## config.mk

```make
export PLATFORM = sky130hd
export DESIGN_NAME = acc_frame
export DESIGN_NICKNAME = d
export VERILOG_FILES = /design/src/rtl/acc_frame_pkg.sv /design/src/rtl/acc_frame_beat_counter.sv /design/src/rtl/acc_frame.sv
export SDC_FILE = /design/constraint.sdc
export NUM_CORES = 1
export LEC_CHECK = 0
export BUFFER_PORTS_ARGS = -buffer_cell sky130_fd_sc_hd__buf_4
export CAP_MARGIN = 10
export CORE_MARGIN = 3
export CORE_UTILIZATION = 40
export CTS_CLUSTER_DIAMETER = 40
export DETAILED_ROUTE_END_ITERATION = 10
export GPL_ROUTABILITY_DRIVEN = 0
export MAX_ROUTING_LAYER = met4
export PLACE_DENSITY_LB_ADDON = 0.1
export SYNTH_ARGS = -nofsm -noshare
export SYNTH_HDL_FRONTEND = slang
export SYNTH_SLANG_ARGS = --single-unit
export TNS_END_PERCENT = 100
```

## constraint.sdc

```tcl
create_clock -name clk -period 1.7 [get_ports clk]
set_input_delay 0.255 -clock clk [delete_from_list [all_inputs] [get_ports clk]]
set_output_delay 0.255 -clock clk [all_outputs]
set_load 0.02 [all_outputs]
```

## src/rtl/acc_frame_pkg.sv

```systemverilog
// Shared types and default sizing for the acc_frame operand accumulator.
package acc_frame_pkg;

  typedef enum logic [1:0] {
    IDLE  = 2'd0,
    ACCUM = 2'd1,
    DONE  = 2'd2
  } state_e;

  localparam int DEF_WIDTH = 4;
  localparam int DEF_COUNT = 4;

endpackage

```

## src/rtl/acc_frame_beat_counter.sv

```systemverilog
// Operand counter for one frame: clear, increment, and a terminal flag that is
// high while the next accept will be the last operand of the frame.
module beat_counter
  import acc_frame_pkg::*;
#(
  parameter int COUNT = DEF_COUNT
) (
  input  logic clk,
  input  logic rst_n,
  input  logic clr_i,
  input  logic inc_i,
  output logic term_o
);

  logic [7:0] cnt_q, cnt_d;

  // Clear wins over increment so a completed frame always restarts from zero.
  always_comb begin
    cnt_d = cnt_q;
    if (clr_i) begin
      cnt_d = '0;
    end else if (inc_i) begin
      cnt_d = cnt_q + 8'd1;
    end
  end

  always_ff @(posedge clk) begin
    if (!rst_n) begin
      cnt_q <= '0;
    end else begin
      cnt_q <= cnt_d;
    end
  end

  assign term_o = (cnt_q == 8'(COUNT - 1));

endmodule

```

## src/rtl/acc_frame.sv

```systemverilog
// Accumulates COUNT unsigned operands per frame and presents the sum with a
// sticky carry flag. Define ACC_FRAME_SATURATE_EN to saturate instead of wrap.
module acc_frame
  import acc_frame_pkg::*;
#(
  parameter int WIDTH = DEF_WIDTH,
  parameter int COUNT = DEF_COUNT
) (
  input  logic           clk,
  input  logic           rst_n,
  input  logic           in_valid,
  output logic           in_ready,
  input  logic [WIDTH:0] in_data,
  output logic           out_valid,
  input  logic           out_ready,
  output logic [WIDTH:0] out_sum,
  output logic           out_ovf,
  output logic           busy
);

  state_e           state_q, state_d;
  logic [WIDTH:0]   acc_q, acc_d;
  logic             ovf_q, ovf_d;
  logic [WIDTH+1:0] sum;
  logic             accept;
  logic             term;
  logic             clr;

  assign in_ready  = (state_q != DONE);
  assign out_valid = (state_q == DONE);
  assign busy      = (state_q != IDLE);
  assign out_sum   = acc_q;
  assign out_ovf   = ovf_q;

  assign accept = in_valid && in_ready;
  assign clr    = (state_q == DONE) && out_ready;
  assign sum    = {1'b0, acc_q} + {1'b0, in_data};

  beat_counter #(.COUNT(COUNT)) u_beat_counter (
    .clk    (clk),
    .rst_n  (rst_n),
    .clr_i  (clr),
    .inc_i  (accept),
    .term_o (term)
  );

  always_comb begin
    state_d = state_q;
    acc_d   = acc_q;
    ovf_d   = ovf_q;
    case (state_q)
      IDLE: begin
        if (accept) begin
          acc_d   = in_data;
          ovf_d   = 1'b0;
          state_d = ACCUM;
        end
      end
      ACCUM: begin
        if (accept) begin
          ovf_d = ovf_q | sum[WIDTH+1];
`ifdef ACC_FRAME_SATURATE_EN
          // Sticky ovf keeps the accumulator pinned for the rest of the frame.
          acc_d = ovf_d ? '1 : sum[WIDTH:0];
`else
          acc_d = sum[WIDTH:0];
`endif
          if (term) begin
            state_d = DONE;
          end
        end
      end
      DONE: begin
        if (out_ready) begin
          state_d = IDLE;
          acc_d   = '0;
          ovf_d   = 1'b0;
        end
      end
      default: state_d = IDLE;
    endcase
  end

  always_ff @(posedge clk) begin
    if (!rst_n) begin
      state_q <= IDLE;
      acc_q   <= '0;
      ovf_q   <= 1'b0;
    end else begin
      state_q <= state_d;
      acc_q   <= acc_d;
      ovf_q   <= ovf_d;
    end
  end

endmodule

```

== After elaboration in Yosys (flattened, before gate mapping) ==
Cells that the tools add are included.
Cells by class
  $add $sub $neg: 2
  equality and inequality tests: 8
  mux-type cells: 13
  bitwise logic cells: 2
  reduce and logical (&&, ||, !) cells: 8
Operators by type and width (count)
  $mux 5: 3
  $pmux 5 s3: 1
  $add 8x1->8 const B: 1
  $eq 8x2->1 const B: 1
  $mux 2: 4
  $ne 2x2->1 const B: 4
  $reduce_and 4->1: 2
  $add 5x5->6: 1
  $pmux 2 s3: 1
  $mux 1: 3
  $pmux 1 s3: 1
  $reduce_bool 3->1: 1
  $eq 2x1->1 const B: 1
  $eq 2x2->1 const B: 1
  $logic_and 1x1->1: 2
  $logic_not 2->1: 1
  $ne 2x1->1 const B: 1
  $reduce_bool 2->1: 1
  $reduce_or 2->1: 1
  $not 1->1: 1
  $or 1x1->1: 1
Word-level totals
  register bits after elaboration: 16
  input port bits: 9
  output and inout port bits: 9
  word-level logic and storage cells: 37

== Longest topological paths before layout ==
  word-level depth: 4
  depth in mapped cells: 8
  mapped depth without buffers: 6

== Cells and area by module ==
From an unflattened synthesis, not the netlist that was laid out.
Unflattened totals
  cells, all modules: 121
  area total of the unflattened synthesis: 1064.8 µm²
By module, submodules not included
  acc_frame: instances 1, cells an instance 81, area each 694.4 µm², sequential area each 160.2 µm²
  beat_counter: instances 1, cells an instance 40, area each 370.4 µm², sequential area each 160.2 µm²

== Worst setup path after synthesis ==
OpenSTA, ideal clock, no wires.
  kind: register to register
  start point: register acc_q[0], in the netlist out_sum[0]
  end point: register acc_q[4], in the netlist out_sum[4]
  setup time: 0.074 ns
  arrival time: 1.554 ns
  required time: 1.626 ns
  slack: 0.072 ns
  cell stages (with the launch flop): 7
  path buffers: 0
  clock period less this slack: 1.628 ns
  cell sequence: dfxtp_1 ha_1 fa_1 a21o_1 a21oi_1 nand4_1 a31oi_1
Between the ends
  cells in the longest elaborated chain, start to end: 3
Ends and longest elaborated chain
  start, declared: RTL line acc_frame.sv:22  | logic [WIDTH:0] acc_q, acc_d;
  start signal, assigned: RTL line acc_frame.sv:87  | acc_q <= '0;
  start signal, assigned: RTL line acc_frame.sv:91  | acc_q <= acc_d;
  $add 5x5->6: RTL line acc_frame.sv:37  | assign sum = {1'b0, acc_q} + {1'b0, in_data};
  $mux 5: RTL line acc_frame.sv:60  | if (accept) begin
  $pmux 5 s3: RTL line acc_frame.sv:51  | case (state_q)
Every way passes these cells. The select of a mux whose other input is x is not followed.
A chain may end at the register's enable or synchronous reset.

== Worst setup path in the final report ==
Ends and elaborated chain as after synthesis.

==> reports/qor.txt <==
Synth Area in XOR/XNOR - 0.0682
Adder-Cell Fraction of Synth Area - 0.141
Synth Register Bits - 16
DRC viols - 0
Pwr per Cell Area - 1150 mW/mm^2
I/O pins - 18
Final ANT Viol Nets - 0
initial antenna violation count - 0
post-synth cell types - 39
number of flops mapped to enable cells by yosys - 0
placed cells - 161
Post-Synth Simple-Gate Area - 0.227
Area growth, synth to finish - 22.2%
Final setup viols - 0
Setup crit end kind - flop
Die H - 56.7 um
LEAKAGE - 0.545 nW
share of layout cells above drive strength 1 - 0.287
Synth Area per Inst - 8.78 um^2
Synth area leaders - dfxtp_1 (31%), ha_1 (12%), xor2_1 (5.1%)
status - finished clean
post-synth top area cell - dfxtp_1
vias in the first global route - 812
complex-gate fraction of the synthesized area - 0.171
worst-margin pin slew - 0.284 ns
row cnt - 17
Critical R2R Capture - out_sum[4]
ANT cells - 0
Mapped Area - 0.00103 mm^2
reg2reg setup slack - 0.07 ns
sequential share of the synthesized area - 0.312
main combinational cell family by area after synthesis - simple AND/OR/NAND/NOR gates
Max Fclk - 615 MHz
core area - 0.00232 mm^2
DP HPWL - 1.68 mm
fin util - 0.541
Die Area - 0.00321 mm^2
TritonCTS clock tree - yes
Synth Warn # - 0
Nets - 158
Worst Skew - 0.00264 ns
routed len/inst - 13.4 um
root buffer cell - clkbuf_4
Hold Vio Cnt, Final - 0
Setup CP Type - reg2reg
GRT Overall Usage - 0.149
FILL cells - 226
Bufs on Longest Clock Path - 2
RSZ-0062 raised after global routing - false
WP data arrival - 1.85 ns
IO Port Bufs - 17
MaxCap Viol Count - 0
DP Worst Slack - -0.0241 ns
DR pass1 iterations - 4
part of the cycle the worst path needs - 0.957
largest net degree at the start of global routing - 9
Slew Viols, Final - 0
worst min-delay path startpoint - in_data[0]
HP Class - in2reg
min Tclk post-route - 1.63 ns
setup bufs post-CTS - 0
routed vias - 890
Slew HR - 0.809
Post-Layout Cell Count - 164
mux share of post-synthesis cell area - 0.0195
DRT Wirelength - 2.19 mm
die width - 56.7 um
Worst VDD drop - 0.000832 V
Top FF cell, synth - dfxtp_1
WHS Path Cells - 3
initial detailed-routing violation count - 25
Overflow after GRT - 0
final worst slack - 0.0728 ns
global-route wire length before repair - 3.68 mm
FF-to-FF path depth - 6
Vias/cell - 5.43
total CTS buffers - 3
H-tree depth - 1
RR Startpoint - out_sum[0]
CP startpoint kind - flop
initial core utilization - 0.443
clock sinks - 16
clk_lat worst skew - 0.28 ns
Post-Syn Nets - 137
ys async rst share - 0
register clock-pin slew on the reported worst setup and hold paths - 0.09 ns
cells after synthesis - 117
worst hold endpoint - out_sum[0]
CP Data Required Time - 1.92 ns
CP max FO - 3
top cell type's share of synthesized area - 0.312
## critical path, stage by stage (launching register included)
cell     delay (ns)
dfxtp_1        0.34
ha_2           0.20
fa_2           0.42
a21o_1         0.20
a21oi_2        0.14
nand4_1        0.11
a31oi_1        0.15
## metal layers
metal / track usage / part of all wire / vias up / routed length, um
li1: - / - / 457 / -
met3: 0.0575 / 0.063 / 2 / 139
met4: 0.0339 / 0.0082 / 0 / 18
met2: 0.206 / 0.41 / 26 / 907
met5: - / 0 / - / 0
met1: 0.203 / 0.51 / 405 / 1130
## kinds of logic after synthesis
kind of cell / Yosys count
buf+inv: 12
fa+ha+maj: 11
mux: 2
compound gates: 22
simple gates: 46
xor+xnor: 8
flops: 16
## through the flow
| stage | area, um^2 | total power, mW | hold WS (ns) | TNS (ns) |
|---|---|---|---|---|
| finish | 1250 | 1.45 | 0.254 | 0 |
| floorplan | 1030 | 0.967 | 0.421 | 0 |
| CTS | 1210 | 1.39 | 0.246 | 0 |
| global route | 1250 | 1.56 | 0.238 | 0 |
| detailed placement | 1180 | 1.18 | 0.479 | -0.0241 |
| global placement | 1180 | 1.18 | 0.469 | 0 |
## worst max path at each step
stage | start | to | slack (ns) | depth (start not counted)
finish | out_sum[0] | out_sum[4] | 0.07 | 6
global route | out_sum[0] | out_sum[4] | 0.004 | 6
CTS | state_q[0] | out_ovf | 0.03 | 6
detailed placement | in_data[0] | out_sum[4] | -0.02 | 7
global placement | in_data[0] | out_sum[4] | 0.02 | 7
floorplan | out_sum[0] | out_sum[4] | 0.07 | 6
## layout by cell type (no fill, tap or decap), drive strengths merged
cell | Yosys | final
o211ai | 1 | 1
xor2 | 6 | 6
o21ai | 3 | 3
a21o | 1 | 1
mux2i | 2 | 2
nand2 | 12 | 12
a221oi | 1 | 1
o31ai | 3 | 3
o21ba | 1 | 1
clkbuf | 1 | 3
a21oi | 3 | 3
a31oi | 1 | 1
nor4b | 1 | 1
o211a | 2 | 2
buf | 4 | 21
nand3 | 2 | 2
and3 | 1 | 1
a311oi | 2 | 2
a22oi | 1 | 1
nor2 | 13 | 13
o32a | 1 | 1
a211oi | 2 | 2
nor3b | 1 | 1
and2 | 1 | 1
nor3 | 6 | 6
inv | 7 | 7
nor2b | 1 | 1
ha | 10 | 10
dfxtp | 16 | 16
or3 | 1 | 1
or2b | 1 | 1
fa | 1 | 1
nand4 | 5 | 5
and4b | 1 | 1
xnor2 | 2 | 2
## Yosys cell counts (all sizes together) (2+ instances only)
cell type,number
dfxtp,16
nor2,13
nand2,12
ha,10
inv,7
nor3,6
xor2,6
nand4,5
buf,4
a21oi,3
o21ai,3
o31ai,3
a211oi,2
a311oi,2
mux2i,2
nand3,2
o211a,2
xnor2,2
## sequential cells by signal, summed over array words and instances (netlist names)
signal                flops
u_beat_counter.cnt_q      8
out_sum                   5
state_q                   2
out_ovf                   1
## repair_timing
| item | in CTS | in global routing |
|---|---|---|
| hold buffers | 0 | 0 |
| cloned | 0 | 0 |
| gates resized for setup | 2 | 10 |
| endpoints found under the setup margin | 2 | 9 |
| pin swaps | 0 | 1 |
## layout make-up
cell class              instances  area [um^2]  share of cell area
well taps                      28         35.0              0.0279
flip-flops and latches         16          322               0.256
repair buffers                 21          158               0.126
inverters                       7         26.3              0.0209
clock buffers                   3         22.5              0.0179
multi-input cells              89          692               0.551
## report_power, final
group	switching (mW)	internal, mW
combinational	0.410	0.353
sequential	0.0557	0.432
clock	0.115	0.0823
total	0.581	0.867
Note: power is estimated with default switching activity, not from simulation.
